### config.mk
export PLATFORM = sky130hd
export DESIGN_NAME = pe_start_token_fifo_flat
export DESIGN_NICKNAME = d
export VERILOG_FILES = /design/src/rtl/linear_layer_fifo_pkg.sv /design/src/rtl/pe_start_token_fifo_if.sv /design/src/rtl/pe_start_token_srl.sv /design/src/rtl/pe_start_token_fifo.sv /design/src/flat_wrapper.sv
export SDC_FILE = /design/constraint.sdc
export NUM_CORES = 1
export LEC_CHECK = 0
export CORE_AREA = 2 2 39 41
export DETAILED_ROUTE_END_ITERATION = 12
export DIE_AREA = 0 0 41 43
export GPL_TIMING_DRIVEN = 1
export MAX_ROUTING_LAYER = met4
export SLEW_MARGIN = 25
export SYNTH_ARGS = -nofsm -noshare
export SYNTH_HDL_FRONTEND = slang
export SYNTH_HIERARCHICAL = 1
export SYNTH_SLANG_ARGS = --single-unit
### constraint.sdc
create_clock -name ap_clk -period 2.4 [get_ports ap_clk]
set_clock_uncertainty 0.05 [all_clocks]
set_input_delay 0.24 -clock ap_clk [delete_from_list [all_inputs] [get_ports ap_clk]]
set_output_delay 0.24 -clock ap_clk [all_outputs]
set_load 0.005 [all_outputs]
### src/rtl/linear_layer_fifo_pkg.sv
// Shared helpers for the Linear_Layer_i4xi4_q FIFOs: clog2 and elaboration-time parameter checks.
package linear_layer_fifo_pkg;

    function automatic int unsigned clog2(input int unsigned value);
        int unsigned result;
        result = 0;
        for (longint unsigned p = 1; p < longint'(value); p = p << 1) begin
            result++;
        end
        return result;
    endfunction

    function automatic bit depth_ok(input int unsigned depth);
        return depth >= 2;
    endfunction

    function automatic bit addr_width_ok(input int unsigned addr_width, input int unsigned depth);
        return clog2(depth) <= addr_width;
    endfunction

endpackage

### src/rtl/pe_start_token_fifo_if.sv
// Producer/consumer handshake bundle for the PE start-token FIFO.
interface pe_start_token_fifo_if #(
    parameter int unsigned DATA_WIDTH = 1,
    parameter int unsigned ADDR_WIDTH = 1
);
    logic [DATA_WIDTH-1:0] if_din;
    logic                  if_write;
    logic                  if_full_n;
    logic [DATA_WIDTH-1:0] if_dout;
    logic                  if_read;
    logic                  if_empty_n;
    logic [ADDR_WIDTH:0]   if_num_data_valid;

    modport slave (
        input  if_din, if_write, if_read,
        output if_full_n, if_dout, if_empty_n, if_num_data_valid
    );

    modport master (
        output if_din, if_write, if_read,
        input  if_full_n, if_dout, if_empty_n, if_num_data_valid
    );
endinterface

### src/rtl/pe_start_token_srl.sv
// Non-reset shift-register token storage with a combinational read mux (SRL-mappable).
module pe_start_token_srl #(
    parameter int unsigned DATA_WIDTH = 1,
    parameter int unsigned ADDR_WIDTH = 1,
    parameter int unsigned DEPTH      = 2
) (
    input  logic                  clk,
    input  logic                  shift_en,
    input  logic [DATA_WIDTH-1:0] din,
    input  logic [ADDR_WIDTH-1:0] raddr,
    output logic [DATA_WIDTH-1:0] dout
);
    logic [DATA_WIDTH-1:0] mem [DEPTH];

    always_ff @(posedge clk) begin
        if (shift_en) begin
            for (int unsigned i = DEPTH - 1; i > 0; i--) begin
                mem[i] <= mem[i-1];
            end
            mem[0] <= din;
        end
    end

    assign dout = mem[raddr];
endmodule

### src/rtl/pe_start_token_fifo.sv
// Start-token FIFO feeding PE_i4xi4_pack_2x2: registered occupancy, flags and read address around SRL storage.
module pe_start_token_fifo
    import linear_layer_fifo_pkg::*;
#(
    parameter int unsigned DATA_WIDTH = 1,
    parameter int unsigned ADDR_WIDTH = 1,
    parameter int unsigned DEPTH      = 2
) (
    input  logic                 ap_clk,
    input  logic                 ap_rst_n,
    pe_start_token_fifo_if.slave fifo_if
);
    if (!depth_ok(DEPTH)) begin : g_bad_depth
        $fatal(1, "pe_start_token_fifo: DEPTH must be >= 2");
    end
    if (!addr_width_ok(ADDR_WIDTH, DEPTH)) begin : g_bad_addr_width
        $fatal(1, "pe_start_token_fifo: 2**ADDR_WIDTH must be >= DEPTH");
    end

    localparam logic [ADDR_WIDTH:0]   CNT_FULL  = (ADDR_WIDTH+1)'(DEPTH);
    localparam logic [ADDR_WIDTH:0]   CNT_ONE   = (ADDR_WIDTH+1)'(1);
    localparam logic [ADDR_WIDTH-1:0] RADDR_ONE = ADDR_WIDTH'(1);

    logic                  wr_acc, rd_acc;
    logic [ADDR_WIDTH:0]   cnt, cnt_next;
    logic [ADDR_WIDTH-1:0] raddr, raddr_next;
    logic                  full_n, empty_n;

    assign wr_acc = fifo_if.if_write & full_n;
    assign rd_acc = fifo_if.if_read & empty_n;

    // raddr tracks cnt-1 but saturates at 0 across the empty/one-entry boundary
    always_comb begin
        cnt_next   = cnt;
        raddr_next = raddr;
        case ({wr_acc, rd_acc})
            2'b10: begin
                cnt_next = cnt + CNT_ONE;
                if (cnt != '0) raddr_next = raddr + RADDR_ONE;
            end
            2'b01: begin
                cnt_next = cnt - CNT_ONE;
                if (cnt != CNT_ONE) raddr_next = raddr - RADDR_ONE;
            end
            default: ;
        endcase
    end

    always_ff @(posedge ap_clk or negedge ap_rst_n) begin
        if (!ap_rst_n) begin
            cnt     <= '0;
            raddr   <= '0;
            full_n  <= 1'b1;
            empty_n <= 1'b0;
        end else begin
            cnt     <= cnt_next;
            raddr   <= raddr_next;
            full_n  <= (cnt_next != CNT_FULL);
            empty_n <= (cnt_next != '0);
        end
    end

    pe_start_token_srl #(
        .DATA_WIDTH (DATA_WIDTH),
        .ADDR_WIDTH (ADDR_WIDTH),
        .DEPTH      (DEPTH)
    ) u_srl (
        .clk      (ap_clk),
        .shift_en (wr_acc),
        .din      (fifo_if.if_din),
        .raddr    (raddr),
        .dout     (fifo_if.if_dout)
    );

    assign fifo_if.if_full_n         = full_n;
    assign fifo_if.if_empty_n        = empty_n;
    assign fifo_if.if_num_data_valid = cnt;
endmodule
### src/flat_wrapper.sv
// flat-port wrapper written by rule: the top's interface ports become plain ports
module pe_start_token_fifo_flat import linear_layer_fifo_pkg::*;
#(
    parameter int unsigned DATA_WIDTH = 1,
    parameter int unsigned ADDR_WIDTH = 1,
    parameter int unsigned DEPTH      = 2
)
  (ap_clk, ap_rst_n, fifo_if_if_din, fifo_if_if_write, fifo_if_if_read, fifo_if_if_full_n, fifo_if_if_dout, fifo_if_if_empty_n, fifo_if_if_num_data_valid);
  pe_start_token_fifo_if #(.DATA_WIDTH(DATA_WIDTH), .ADDR_WIDTH(ADDR_WIDTH)) fifo_if_i ();
  input  logic ap_clk;
  input  logic ap_rst_n;
  input wire logic [$bits(fifo_if_i.if_din)-1:0] fifo_if_if_din;
  input wire logic [$bits(fifo_if_i.if_write)-1:0] fifo_if_if_write;
  input wire logic [$bits(fifo_if_i.if_read)-1:0] fifo_if_if_read;
  output wire logic [$bits(fifo_if_i.if_full_n)-1:0] fifo_if_if_full_n;
  output wire logic [$bits(fifo_if_i.if_dout)-1:0] fifo_if_if_dout;
  output wire logic [$bits(fifo_if_i.if_empty_n)-1:0] fifo_if_if_empty_n;
  output wire logic [$bits(fifo_if_i.if_num_data_valid)-1:0] fifo_if_if_num_data_valid;
  assign fifo_if_i.if_din = fifo_if_if_din;
  assign fifo_if_i.if_write = fifo_if_if_write;
  assign fifo_if_i.if_read = fifo_if_if_read;
  assign fifo_if_if_full_n = fifo_if_i.if_full_n;
  assign fifo_if_if_dout = fifo_if_i.if_dout;
  assign fifo_if_if_empty_n = fifo_if_i.if_empty_n;
  assign fifo_if_if_num_data_valid = fifo_if_i.if_num_data_valid;
  pe_start_token_fifo #(.DATA_WIDTH(DATA_WIDTH), .ADDR_WIDTH(ADDR_WIDTH), .DEPTH(DEPTH)) u_core (.ap_clk(ap_clk), .ap_rst_n(ap_rst_n), .fifo_if(fifo_if_i));
endmodule
==> flow_summary.toml <==
[setup_path]
cp-start-kind = "register"
critPathBufInv = 1
rr_startpoint = "u_core/fifo_if.if_full_n"
critPathCaptureType = "output pin"
crit_type = "reg2out"
crit_family = "buffers and inverters"
crit_fanout = 2
ff2ff_path_depth = 5
critPathSlowestCell = "clkdlybuf4s50_1"
rrSetupSlack_ps = 840
arrival_ps = 1380
reg2reg_to = "u_core/fifo_if.if_empty_n"
crit_chain = "mux2_4, clkdlybuf4s50_1"
worstPathRequired_ps = 2110
cp_slowest_stage_delay_ps = 440

[floorplan]
chipHeight_um = 43
num_io_pins = 10
placementRows = 14
initial_core_util_pct = 26.9
coreArea_um2 = 1380
die_w_um = 41
dieArea_um2 = 1760

[grt]
use_met2_pct = 16.3
gr-usage-met3_pct = 6.28
grt_use_met1_pct = 7.52
grt_max_degree = 6
gr-usage-all-layers_pct = 10.5
grt_antenna_before_repair = 0
busiest_layer = "met2"
grt_first_pass_wirelength_um = 1060
grt_pass1_vias = 268
grt.overflow.total = 0

[yosys]
ys_seq_area_share_pct = 50.2
syn_nets = 41
yosys_register_bits = 7
synth_top_family_by_area = "adder cells"
synth_cell_types = 16
synth-simple-area-share_pct = 10.1
synth_top_cell_area_share_pct = 26.9
synth-warning-count = 6
synth_mux_area_share_pct = 6.73
netlist_instances = 31
synth_area_um2 = 372
synthTopCellsByArea = "dfrtp_1, ha_1, edfxtp_1"
syn_avg_cell_area_um2 = 12.0
synth_compound_area_share_pct = 8.75
synth_fa_ha_area_share_pct = 16.8
netlist.top_cell.by_area = "dfrtp_1"
synth_xor_area_share_pct = 2.36

[final_layout]
final_cell_mix = "clkdlybuf4s50_1, inv_1, ha_1, nand2_1, dfrtp_1"
final_common_cell = "clkdlybuf4s50_1"
area_delta_synth_final_pct = 36.7
stdcell_count = 60
finalNetCount = 55
drive_above_1_share_pct = 18.2
antenna_cells = 0
filler_cell_count = 135
design_area_um2 = 508

[power_and_ir_drop]
comb_power_share_pct = 47.9
peakVddDrop_v = 0.000355
p_seq_share_pct = 34.4
netSwitchingFraction_pct = 33.8
power.leakage_nw = 0.241
finalPower_mw = 0.612
p_switching_mw = 0.207
p_int_mw = 0.405
clkPwrFrac_pct = 17.6
p_per_area_nw_per_um2 = 1200

[clock_network]
cts_resized = 0
postCtsSetupBuffers = 0
cts_root_buf = "clkbuf_4"
cts_max_level = 1
cts_tree = "built"
cts.path.max_buffers = 2
clock_latency_ps = 250
cts_buffers = 3
path_clk_slew_ps = 50
hold_buffers = 0
clock-sinks = 7

[drt]
routedWlPerCell_um = 10.9
antenna_left = 0
vias = 266
drtIter0Drc = 10
via_per_inst = 4.43
postRouteWirelength_um = 656
drc = 0
dr.pass1.iters = 4

[placement]
place.gp.congestion = 0.619
place_inst = 56
portBuffers = 9
place_area_um2 = 482
place_hpwl_um = 506

[sta]
hold_viol = 0
relSlewSlack_pct = 83.7
setup_tns_ps = 0
slew_viol_final = 0
fin_crit_ps = 1670
max_freq_ghz = 0.597
finalSetupViolCount = 0
tightestPinTransition_ps = 243
finalCritPeriodShare_pct = 69.8
rsz0062_at_grt = "no"

[run_status]
status = "complete, no violations"

[hold_path]
min_path_type = "in2async"

[run]
max_cap_viol_count = 0
[metrics by stage]
step	worst slack [ps]	hold slack, ps	util [%]
global placement	657	392	34.8
detailed placement	655	417	34.8
finish	725	162	36.7
global route	658	170	36.7
floorplan	913	-106	-
CTS	714	166	36.7
[worst max path at each step]
| stage | startpoint | end | slack [ps] | cells past startpoint |
|---|---|---|---|---|
| 2_1_floorplan | u_core/fifo_if.if_full_n | u_core/fifo_if.if_empty_n | 910 | 5 |
| 3_3_place_gp | fifo_if_if_write | u_core/fifo_if.if_empty_n | 660 | 6 |
| 3_5_place_dp | fifo_if_if_write | u_core/fifo_if.if_empty_n | 660 | 6 |
| 4_1_cts | u_core/raddr | fifo_if_if_dout | 710 | 2 |
| 5_1_grt | u_core/raddr | fifo_if_if_dout | 660 | 2 |
| 6_report | u_core/raddr | fifo_if_if_dout | 730 | 2 |
[per-layer routing]
layer	up-vias	routed length, um
met5	-	0
met4	0	13
met3	3	41
met2	9	375
met1	127	225
li1	127	-
[synth_stat cells (all sizes together)]
cell,n
edfxtp,2
inv,5
a221oi,1
nor2,1
o21ai,1
or2,1
and2,1
dfstp,1
a21oi,1
nand2b,1
mux2,1
xor2,1
nand2,4
mux2i,1
ha,5
dfrtp,4
[cell families after synthesis]
kind of cell | Yosys count
muxes | 2
and+or+nand+nor | 8
xor gates and xnor gates | 1
DFF | 7
AOI/OAI and AO/OA | 3
adders and majority gates | 5
buffers and inverters | 5
[area by class of cell]
cell class	count	area, um^2	area share [%]
Multi-Input combinational cell	19	166	32.8
Timing Repair Buffer	9	90.1	17.7
Clock buffer	4	26.3	5.17
Tap cell	16	20.0	3.94
Sequential cell	7	186	36.7
Inverter	5	18.8	3.69
[flip-flops by register name, indices dropped and copies added (netlist names)]
signal,flops
u_core/raddr,1
u_core/u_srl/mem,2
u_core/fifo_if.if_empty_n,1
u_core/fifo_if.if_num_data_valid,2
u_core/fifo_if.if_full_n,1
[power by group through the flow]
stage                     clock [mW]  sequential, mW  combinational [mW]
after floorplan                    0           0.211               0.180
after global placement             0           0.213               0.292
after detailed placement           0           0.214               0.295
after CTS                      0.113           0.212               0.301
after global routing           0.123           0.217               0.331
final                          0.108           0.211               0.293
Power figures use the tool's default switching activity.
